<file path="config.mk">
export PLATFORM = sky130hd
export DESIGN_NAME = mmio_bridge_arb
export DESIGN_NICKNAME = d
export VERILOG_FILES = /design/src/rtl/mmio_bridge_arb.sv
export SDC_FILE = /design/constraint.sdc
export NUM_CORES = 1
export LEC_CHECK = 0
export BUFFER_PORTS_ARGS = -buffer_cell sky130_fd_sc_hd__clkbuf_2
export CAP_MARGIN = 5
export CORE_AREA = 2 2 134 136
export CTS_CLUSTER_DIAMETER = 200
export DETAILED_ROUTE_END_ITERATION = 8
export DIE_AREA = 0 0 136 138
export PLACE_DENSITY = 0.66
export SYNTH_ARGS = -nofsm -noshare
export SYNTH_HDL_FRONTEND = slang
export SYNTH_SLANG_ARGS = --single-unit
</file>
<file path="constraint.sdc">
create_clock -name clk_i -period 4.1 [get_ports clk_i]
set_input_delay 0.41 -clock clk_i [delete_from_list [all_inputs] [get_ports clk_i]]
set_output_delay 0.41 -clock clk_i [all_outputs]
set_load 0.02 [all_outputs]
</file>
<file path="src/rtl/mmio_bridge_arb.sv">
// mmio_bridge_arb: registered MMIO bridge from the CPU data port to up to
// NUM_SLAVES peripherals. It decodes the address range, rejects partial writes to
// word-only slaves, waits for a per-slave ready, and aborts with an error on timeout.
// Every access completes with exactly one cpu_ack_o pulse.
// Optional build macro: MMIO_BRIDGE_PERF_EN adds saturating per-slave success
// counters and an error counter, exposed as perf_cnt_o and perf_err_o.
module mmio_bridge_arb #(
    parameter int                        NUM_SLAVES     = 5,
    parameter logic [32*NUM_SLAVES-1:0]  BASE_ADDRS     = {32'h7F70, 32'h7F50, 32'h7F30, 32'h7F10, 32'h0000},
    parameter logic [32*NUM_SLAVES-1:0]  LIMIT_ADDRS    = {32'h7F7F, 32'h7F6B, 32'h7F4F, 32'h7F2B, 32'h2FFF},
    parameter logic [NUM_SLAVES-1:0]     WORD_ONLY_MASK = 5'b00110,
    parameter int                        TIMEOUT_CYCLES = 255
) (
    input  logic                       clk_i,
    input  logic                       reset_i,
    input  logic                       cpu_req_i,
    input  logic [31:0]                cpu_addr_i,
    input  logic [3:0]                 cpu_byteEn_i,
    input  logic [31:0]                cpu_wdata_i,
    output logic                       cpu_ack_o,
    output logic                       cpu_err_o,
    output logic [31:0]                cpu_rdata_o,
    output logic                       cpu_busy_o,
    output logic [NUM_SLAVES-1:0]      s_sel_o,
    output logic [31:0]                s_addr_o,
    output logic [3:0]                 s_byteEn_o,
    output logic [31:0]                s_wdata_o,
    input  logic [32*NUM_SLAVES-1:0]   s_rdata_i,
    input  logic [NUM_SLAVES-1:0]      s_ready_i
`ifdef MMIO_BRIDGE_PERF_EN
    ,
    output logic [32*NUM_SLAVES-1:0]   perf_cnt_o,
    output logic [31:0]                perf_err_o
`endif
);

    localparam int CNT_W = $clog2(TIMEOUT_CYCLES + 1);
    localparam int IDX_W = (NUM_SLAVES > 1) ? $clog2(NUM_SLAVES) : 1;

    typedef enum logic [1:0] {ST_IDLE, ST_ACCESS, ST_RESP} state_t;

    state_t                  state_q;
    logic [NUM_SLAVES-1:0]   sel_q;
    logic [IDX_W-1:0]        idx_q;
    logic [31:0]             addr_q;
    logic [3:0]              be_q;
    logic [31:0]             wdata_q;
    logic                    ack_q;
    logic                    err_q;
    logic [31:0]             rdata_q;
    logic [CNT_W-1:0]        cnt_q;

    logic [NUM_SLAVES-1:0]   hit;
    logic [NUM_SLAVES-1:0]   sel_d;
    logic                    hit_any;
    logic [IDX_W-1:0]        hit_idx;
    logic                    word_bad;
    logic                    slave_done;
    logic [31:0]             rdata_arr [NUM_SLAVES];

    // Per-slave range compare, read-data unpacking and one-hot select candidate.
    generate
        for (genvar gi = 0; gi < NUM_SLAVES; gi++) begin : g_slave
            assign hit[gi] = (cpu_addr_i >= BASE_ADDRS[32*gi +: 32]) &&
                             (cpu_addr_i <= LIMIT_ADDRS[32*gi +: 32]);
            assign rdata_arr[gi] = s_rdata_i[32*gi +: 32];
            assign sel_d[gi] = hit_any && (hit_idx == IDX_W'(gi));
        end
    endgenerate

    // Priority encode the hit vector; scanning downward leaves the lowest index in place.
    always_comb begin
        hit_any = 1'b0;
        hit_idx = '0;
        for (int i = NUM_SLAVES - 1; i >= 0; i--) begin
            if (hit[i]) begin
                hit_any = 1'b1;
                hit_idx = IDX_W'(i);
            end
        end
    end

    // A word-only slave accepts reads and full-word writes only.
    assign word_bad = WORD_ONLY_MASK[hit_idx] && (cpu_byteEn_i != 4'b0000) &&
                      (cpu_byteEn_i != 4'b1111);

    // The selected slave alone can complete the access; other ready lines are ignored.
    assign slave_done = |(sel_q & s_ready_i);

    // Bridge FSM: IDLE latches and decodes, ACCESS waits for ready or timeout,
    // and RESP presents the one-cycle ack.
    always_ff @(posedge clk_i or posedge reset_i) begin
        if (reset_i) begin
            state_q <= ST_IDLE;
            sel_q   <= '0;
            idx_q   <= '0;
            addr_q  <= '0;
            be_q    <= '0;
            wdata_q <= '0;
            ack_q   <= 1'b0;
            err_q   <= 1'b0;
            rdata_q <= '0;
            cnt_q   <= '0;
        end else begin
            ack_q <= 1'b0;
            case (state_q)
                ST_IDLE: begin
                    if (cpu_req_i) begin
                        addr_q  <= cpu_addr_i;
                        be_q    <= cpu_byteEn_i;
                        wdata_q <= cpu_wdata_i;
                        cnt_q   <= '0;
                        if (!hit_any || word_bad) begin
                            // Rejected without touching any slave.
                            err_q   <= 1'b1;
                            rdata_q <= '0;
                            ack_q   <= 1'b1;
                            state_q <= ST_RESP;
                        end else begin
                            idx_q   <= hit_idx;
                            sel_q   <= sel_d;
                            state_q <= ST_ACCESS;
                        end
                    end
                end
                ST_ACCESS: begin
                    if (slave_done) begin
                        rdata_q <= (be_q == 4'b0000) ? rdata_arr[idx_q] : 32'h0;
                        err_q   <= 1'b0;
                        ack_q   <= 1'b1;
                        sel_q   <= '0;
                        state_q <= ST_RESP;
                    end else if (cnt_q == CNT_W'(TIMEOUT_CYCLES - 1)) begin
                        rdata_q <= '0;
                        err_q   <= 1'b1;
                        ack_q   <= 1'b1;
                        sel_q   <= '0;
                        state_q <= ST_RESP;
                    end else begin
                        cnt_q <= cnt_q + CNT_W'(1);
                    end
                end
                ST_RESP: begin
                    state_q <= ST_IDLE;
                end
                default: begin
                    state_q <= ST_IDLE;
                end
            endcase
        end
    end

    assign cpu_ack_o   = ack_q;
    assign cpu_err_o   = err_q;
    assign cpu_rdata_o = rdata_q;
    assign cpu_busy_o  = (state_q != ST_IDLE) || cpu_req_i;
    assign s_sel_o     = sel_q;
    assign s_addr_o    = addr_q;
    assign s_byteEn_o  = be_q;
    assign s_wdata_o   = wdata_q;

`ifdef MMIO_BRIDGE_PERF_EN
    logic [31:0] perf_cnt_q [NUM_SLAVES];
    logic [31:0] perf_err_q;

    // Count acks: successes per slave, errors globally; every counter saturates.
    always_ff @(posedge clk_i or posedge reset_i) begin
        if (reset_i) begin
            for (int i = 0; i < NUM_SLAVES; i++) begin
                perf_cnt_q[i] <= '0;
            end
            perf_err_q <= '0;
        end else if (ack_q) begin
            if (err_q) begin
                if (perf_err_q != 32'hFFFF_FFFF) begin
                    perf_err_q <= perf_err_q + 32'd1;
                end
            end else if (perf_cnt_q[idx_q] != 32'hFFFF_FFFF) begin
                perf_cnt_q[idx_q] <= perf_cnt_q[idx_q] + 32'd1;
            end
        end
    end

    generate
        for (genvar gi = 0; gi < NUM_SLAVES; gi++) begin : g_perf
            assign perf_cnt_o[32*gi +: 32] = perf_cnt_q[gi];
        end
    endgenerate
    assign perf_err_o = perf_err_q;
`endif

endmodule

</file>
==> results of run 1 <==
==> per-stage QoR <==
stage                     setup WS [ns]  hold WS (ns)  power, mW
after CTS                         0.944         0.167       2.96
after global placement            0.565         0.458       1.41
after floorplan                   0.504         0.505       1.27
after global routing              0.716         0.174       3.04
after detailed placement          0.532         0.462       1.41
final                             0.957         0.153       2.92
==> worst paths after layout <==
path                                       from              end  slack [ns]  cells past startpoint
worst max-delay path             cpu_addr_i[13]       s_sel_o[0]        0.96                     12
worst min-delay path                    reset_i    s_wdata_o[27]        0.15                      2
worst max register to register       state_q[0]       s_sel_o[0]        1.72                      5
worst min register to register     s_addr_o[28]     s_addr_o[28]        0.47                      2
max in group asynchronous               reset_i  cpu_rdata_o[26]        2.98                      3
min in group clk_i              cpu_wdata_i[28]    s_wdata_o[28]        0.18                      3
==> power breakdown <==
group / leakage [nW] / internal (mW) / switching, mW
Sequential: 1.64 / 1.18 / 0
Clock: 0.298 / 0.979 / 0.555
Combinational: 2.73 / 0.117 / 0.0895
Total: 4.67 / 2.28 / 0.644
==> routing by layer <==
| layer | share of wire, % | vias to the layer above | GRT usage (%) |
|---|---|---|---|
| li1 | - | 2751 | - |
| met1 | 39 | 2754 | 25.6 |
| met2 | 50 | 248 | 35.7 |
| met3 | 7.4 | 29 | 5.61 |
| met4 | 3.1 | 0 | 9.27 |
| met5 | 0 | - | 0 |
==> worst max-delay path: stages <==
cell and delay, ns:
clkbuf_2 0.12, nand4_1 0.23, or3_1 0.39, a2111o_1 0.40
a21oi_1 0.30, inv_1 0.11, ha_1 0.30, a41o_1 0.20
nor2_1 0.12, nor2_1 0.06, a31oi_1 0.40, mux2_2 0.38
==> registers in the layout, summed over array words and instances, names as in the netlist <==
name / flops
state_q: 2
cpu_err_o: 1
s_addr_o: 32
s_wdata_o: 32
idx_q: 3
cpu_ack_o: 1
s_sel_o: 5
s_byteEn_o: 4
cnt_q: 8
cpu_rdata_o: 32
==> placed cells by master (no fill, tap or decap), types with 2 or more instances in the layout <==
cell type / Yosys / routed
clkbuf_2: 0 / 343
nand2_1: 213 / 212
dfrtp_1: 120 / 119
a22oi_1: 34 / 34
mux4_2: 32 / 32
o2bb2ai_1: 30 / 30
nor2_1: 17 / 17
clkbuf_16: 0 / 17
buf_4: 1 / 12
inv_1: 9 / 8
nand4_1: 6 / 6
nor4_1: 6 / 6
ha_1: 6 / 6
nor3_1: 6 / 5
o21ai_0: 5 / 5
nand3_1: 5 / 5
or3_1: 5 / 5
xor2_1: 5 / 5
a22o_1: 4 / 4
mux2_2: 4 / 4
clkinv_4: 0 / 4
diode_2: 0 / 3
a21oi_1: 3 / 3
inv_6: 0 / 3
bufinv_16: 0 / 3
a211oi_1: 2 / 2
and4b_1: 2 / 2
and4_1: 2 / 2
o22ai_1: 2 / 2
a2111o_1: 2 / 2
nand2b_1: 2 / 2
a41o_1: 2 / 2
o31ai_1: 2 / 2
and3_1: 2 / 2
o2bb2ai_2: 2 / 2
clkinv_2: 0 / 2
==> area by class of cell <==
type | instances | area share (%)
Clock buffer | 19 | 5.15
Timing Repair Buffer | 356 | 21.2
Antenna cell | 3 | 0.0872
Clock inverter | 13 | 1.96
Multi-Input combinational cell | 415 | 32.9
Inverter | 10 | 0.465
Sequential cell | 120 | 34.9
Tap cell | 229 | 3.33
==> logic make-up after synthesis <==
group	Yosys count
compound gates	95
flops	120
fa+ha+maj	6
mux	37
simple gates	271
xor+xnor	6
buf+inv	48
==> results.sh, run 1 <==
export IMPL_outcome="complete, no violations"
export IMPL_fin_crit_sh_pct=76.7
export IMPL_io_pins=344
export IMPL_required_ns=4.39
export IMPL_start_util_pct=34.4
export IMPL_die_width_um=136
export IMPL_dp_cells=1129
export IMPL_finalMaxSlewViolations=0
export IMPL_synthFlopType="dfrtp_1"
export IMPL_cp_end_kind="flip-flop"
export IMPL_cts_buffer_depth=2
export IMPL_max_slew_margin_pct=43.8
export IMPL_p_per_area_nw_per_um2=340
export IMPL_globalplace_congestion=0.843
export IMPL_num_rows=49
export IMPL_fp_dieArea_um2=18800
export IMPL_path_class="input pin to flip-flop"
export IMPL_final_hold_viol_count=0
export IMPL_synth_seq_cells=120
export IMPL_dp_hpwl_um=15700
export IMPL_port_buffer_count=343
export IMPL_finish_cell_count_without_fillers=1165
export IMPL_period_needed_ns=3.14
export IMPL_wl_per_cell_um=17.3
export IMPL_ys_types=48
export IMPL_worstPathArrival_ns=3.43
export IMPL_hold_path_class="input pin to asynchronous set/reset pin"
export IMPL_synthToLayoutAreaGrowth_pct=42.6
export IMPL_post_cts_buffers=0
export IMPL_core_area_um2=17500
export IMPL_placed_area_um2=7970
export IMPL_die_height_um=138
export IMPL_grt_pass1_wl_um=30700
export IMPL_synth_edf_count=0
export IMPL_muxShareOfSynthArea_pct=12.9
export IMPL_start_kind="input pin"
export IMPL_crit_fanout=5
export IMPL_cts_tree="yes"
export IMPL_antenna_found_initial=4
export IMPL_yosysWarnings=0
export IMPL_clock_latency_ns=0.41
export IMPL_hold_buffers=0
export IMPL_cts_clk_slew_worst_paths_ns=0.06
export IMPL_vias=5782
export IMPL_post_route_cell_area_um2=8610
export IMPL_rsz0062_at_grt="false"
export IMPL_drt_first_pass_iters=4
export IMPL_fillers=1663
export IMPL_ctsResizeCount=0
export IMPL_drt_iter0_markers=323
export IMPL_synth_compound_area_share_pct=12.8
export IMPL_layout_nets=1162
export IMPL_cts_sinks=120
export IMPL_netlist_area_um2=6040
export IMPL_multi_input_area_um2=2830
export IMPL_drt_drc_violations_left=0
export IMPL_syn_inst=583
export IMPL_synth_top_family_by_area="simple AND/OR/NAND/NOR gates"
export IMPL_fmax_mhz=318
export IMPL_synth_top_area_cell="dfrtp_1"
export IMPL_synth_most_common_cell="nand2_1"
export IMPL_clock_skew_final_ns=0.0103
export IMPL_wirelength_um=20100
export IMPL_grt_overflow=0
export IMPL_tns_ns=0
export IMPL_leakage_nw=4.67
export IMPL_synthAdderAreaFrac_pct=1.24
export IMPL_htree_levels=4
export IMPL_tightest_slew_ns=0.843
export IMPL_max_vdd_ir_drop_v=0.000291
export IMPL_cts_root_buf="clkbuf_16"
export IMPL_synth_avg_cell_area_um2=10.4
export IMPL_synth_area_leaders="dfrtp_1, nand2_1, mux4_2"
export IMPL_final_util_pct=49.1
export IMPL_yosysSeqAreaShare_pct=49.8
export IMPL_async_flop_share_pct=100
export IMPL_vias_per_cell=4.96
export IMPL_grt_max_degree=70
export IMPL_setup_viol=0
export IMPL_synth_top_area_share_pct=49.8
export IMPL_synth_common_cells="nand2_1, dfrtp_1, a22oi_1"
export IMPL_synth_nets=825
export IMPL_ff_latch_area_um2=3000
export IMPL_grt_use_total_pct=21.3
export IMPL_synth_xor_area_share_pct=0.871
export IMPL_drive_above_1_share_pct=46.6
export IMPL_cts_buffers=17
export IMPL_drv_cap=0
export IMPL_grt_pass1_vias=5667
export IMPL_synth_simple_gate_area_share_pct=19.0
export IMPL_antenna_left=0
(Power assumes the default switching activity.)
==> inputs of run 2 (changes only) <==
- ABC_AREA: default -> 1
- CORE_AREA: 2 2 134 136 -> 2 2 133 135
- DIE_AREA: 0 0 136 138 -> 0 0 135 137
- PLACE_DENSITY: 0.66 -> 0.74
- clock period: 4.1 -> 2.8 ns (I/O delays scaled with it)
==> results.sh, run 2 <==
export IMPL_synthAdderAreaFrac_pct=1.12
export IMPL_die_height_um=137
export IMPL_cp_cell_sequence="clkbuf_2 -> nor2_1 -> nand2_1 -> nor2_1 -> nand2_1 -> nor2_1 -> nand2_1 -> nand2_1 -> nand2_1 -> nand2_1 -> inv_1 -> ha_1 -> a21oi_1 -> nand2_1 -> o21ai_4 -> nand2_4 -> nand2_1 -> nand2_1 -> nand2_1"
export IMPL_clkPwrFrac_pct=42.3
export IMPL_crit_slowest_cell="nand2_4"
export IMPL_cts_buffers=17
export IMPL_synthFlopType="dfrtp_1"
export IMPL_grt_util_met2_pct=39.3
export IMPL_post_cts_buffers=0
export IMPL_async_flop_share_pct=100
export IMPL_synth_seq_cells=120
export IMPL_p_seq_share_pct=40.5
export IMPL_grt_overflow=0
export IMPL_start_kind="input pin"
export IMPL_synth_area_leaders="dfrtp_1, nand2_1, nor2_1"
export IMPL_synth_edf_count=0
export IMPL_htree_levels=4
export IMPL_synth_compound_area_share_pct=12.4
export IMPL_fin_crit_sh_pct=85.3
export IMPL_grt_pass1_wl_um=33800
export IMPL_vias_per_cell=4.82
export IMPL_r2r_setup_slack_ns=0.78
export IMPL_hold_path_class="input pin to asynchronous set/reset pin"
export IMPL_mostFrequentLayoutCells="clkbuf_2, nand2_1, nor2_1, dfrtp_1, inv_1"
export IMPL_yosysSeqAreaShare_pct=44.6
export IMPL_crit_family="simple AND/OR/NAND/NOR gates"
export IMPL_rr_worst_depth=8
export IMPL_p_int_mw=3.40
export IMPL_cts_root_buf="clkbuf_16"
export IMPL_finish_cell_count_without_fillers=1480
export IMPL_cts_sinks=120
export IMPL_ff_latch_area_um2=3010
export IMPL_max_slew_margin_pct=46.3
export IMPL_cts_tree="yes"
export IMPL_fmax_mhz=419
export IMPL_rr_startpoint="s_sel_o[2]"
export IMPL_final_hold_viol_count=0
export IMPL_syn_inst=919
export IMPL_cts_clk_slew_worst_paths_ns=0.06
export IMPL_synth_common_cells="nand2_1, nor2_1, dfrtp_1"
export IMPL_synth_top_family_by_area="simple AND/OR/NAND/NOR gates"
export IMPL_cp_common_cell="nand2_1"
export IMPL_max_vdd_ir_drop_v=0.000389
export IMPL_synth_top_area_share_pct=44.6
export IMPL_crit_fanout=35
export IMPL_ctsResizeCount=0
export IMPL_max_stage_delay_ns=0.43
export IMPL_yosysWarnings=0
export IMPL_grtUsageMet3_pct=6.89
export IMPL_layout_setup_ws_ns=0.411
export IMPL_multi_input_area_um2=3130
export IMPL_gr_max_usage_layer="met2"
export IMPL_synth_most_common_cell="nand2_1"
export IMPL_ys_types=31
export IMPL_wirelength_um=22000
export IMPL_netlist_area_um2=6730
export IMPL_synth_top_area_cell="dfrtp_1"
export IMPL_die_width_um=135
export IMPL_drt_drc_violations_left=0
export IMPL_io_pins=344
export IMPL_port_buffer_count=343
export IMPL_pre_cts_ws_ns=-0.0288
export IMPL_start_util_pct=39.4
export IMPL_synth_simple_gate_area_share_pct=32.9
export IMPL_tightest_slew_ns=0.804
export IMPL_drv_cap=0
export IMPL_use_met1_pct=28.3
export IMPL_finalMaxSlewViolations=0
export IMPL_p_per_area_nw_per_um2=522
export IMPL_fp_dieArea_um2=18500
export IMPL_sw_frac_of_total_pct=29.2
export IMPL_synth_xor_area_share_pct=0
export IMPL_antenna_left=0
export IMPL_critPathBufInv=2
export IMPL_cp_end_kind="flip-flop"
export IMPL_worstPathArrival_ns=2.68
export IMPL_globalplace_congestion=0.863
export IMPL_synth_avg_cell_area_um2=7.32
export IMPL_synth_nets=1161
export IMPL_clock_latency_ns=0.41
export IMPL_antenna_found_initial=3
export IMPL_outcome="complete, no violations"
export IMPL_comb_power_share_pct=17.1
export IMPL_leakage_nw=5.32
export IMPL_path_class="input pin to flip-flop"
export IMPL_required_ns=3.09
export IMPL_crit_cells=19
export IMPL_dp_hpwl_um=16500
export IMPL_synthToLayoutAreaGrowth_pct=36.8
export IMPL_wl_per_cell_um=14.9
export IMPL_muxShareOfSynthArea_pct=0
export IMPL_dp_cells=1448
export IMPL_period_needed_ns=2.39
export IMPL_crit_end="cpu_err_o"
export IMPL_cts_buffer_depth=2
export IMPL_rsz0062_at_grt="false"
export IMPL_setup_viol=0
export IMPL_layout_commonest_cell="clkbuf_2"
export IMPL_vias=7132
export IMPL_hold_buffers=0
export IMPL_grt_max_degree=80
export IMPL_clock_skew_final_ns=0.0132
export IMPL_crit_start="cpu_addr_i[31]"
export IMPL_layout_nets=1484
export IMPL_rr_endpoint="s_sel_o[1]"
export IMPL_num_rows=48
export IMPL_drive_above_1_share_pct=34.8
export IMPL_drt_iter0_markers=339
export IMPL_p_switching_mw=1.40
export IMPL_grt_pass1_vias=6887
export IMPL_core_area_um2=17100
export IMPL_grt_use_total_pct=23.3
export IMPL_fillers=1699
export IMPL_drt_first_pass_iters=4
## run 2: cell types whose count changed after synthesis, moves of 34 or more
cell / delta
nand2_1: +98
a22oi_1: -34
o21ai_0: +44
nor2_1: +109
inv_1: +85
## run 2: power by group through the flow
| stage | Clock [mW] | Sequential, mW | Combinational (mW) |
|---|---|---|---|
| 6_report | 2.03 | 1.95 | 0.823 |
| 3_5_place_dp | 0 | 1.97 | 0.835 |
| 2_1_floorplan | 0 | 2.13 | 0.277 |
| 3_3_place_gp | 0 | 1.97 | 0.822 |
| 4_1_cts | 2.09 | 1.95 | 0.834 |
| 5_1_grt | 2.17 | 1.96 | 0.910 |
## run 2: kinds of logic after synthesis
kind of cell / count (synthesis)
adder cells (fa/ha/maj): 6
flip-flops: 120
buffers and inverters: 149
AO/OA/AOI/OAI: 130
AND/OR/NAND/NOR: 514
## run 2: how the worst min path moves through the flow
stage	startpoint	end	depth (start not counted)
after floorplan	cpu_addr_i[0]	s_addr_o[0]	2
after global placement	reset_i	s_sel_o[2]	2
after detailed placement	reset_i	s_sel_o[3]	2
after CTS	reset_i	s_addr_o[1]	2
after global routing	reset_i	s_addr_o[0]	2
final	reset_i	s_addr_o[0]	2
## run 2: worst register-to-register path, cell delays in order (launching register included)
cell	delay, ns
dfrtp_1	0.40
a22o_1	0.22
nor3_1	0.35
nand2_1	0.12
nand2_2	0.34
nand2_1	0.24
nand2_2	0.18
nand2_1	0.07
nand2_1	0.05
## run 2: through the flow
stage / util (%) / area (µm²) / hold WS, ns / TNS [ns] / power, mW
global route: 54.0 / 9200 / 0.0440 / 0 / 5.04
detailed placement: 50.7 / 8650 / 0.459 / -0.0288 / 2.80
finish: 54.0 / 9210 / 0.00822 / 0 / 4.80
global placement: 50.7 / 8650 / 0.456 / 0 / 2.79
floorplan: - / 6730 / 0.390 / 0 / 2.41
CTS: 53.9 / 9200 / 0.0183 / 0 / 4.87
## run 2: per-layer routing
metal  vias up  share of wire [%]
li1       3602                  -
met1      3212                 41
met2       283                 48
met3        33                8.3
met4         2                2.2
met5         -              0.077
## run 2: final cells by class
class | count | area share [%]
Sequential cell | 120 | 32.6
Clock inverter | 13 | 1.33
Timing Repair Buffer | 356 | 20.3
Clock buffer | 17 | 4.62
Inverter | 97 | 4.00
Multi-Input combinational cell | 650 | 34.0
Antenna cell | 2 | 0.0544
Tap cell | 225 | 3.06
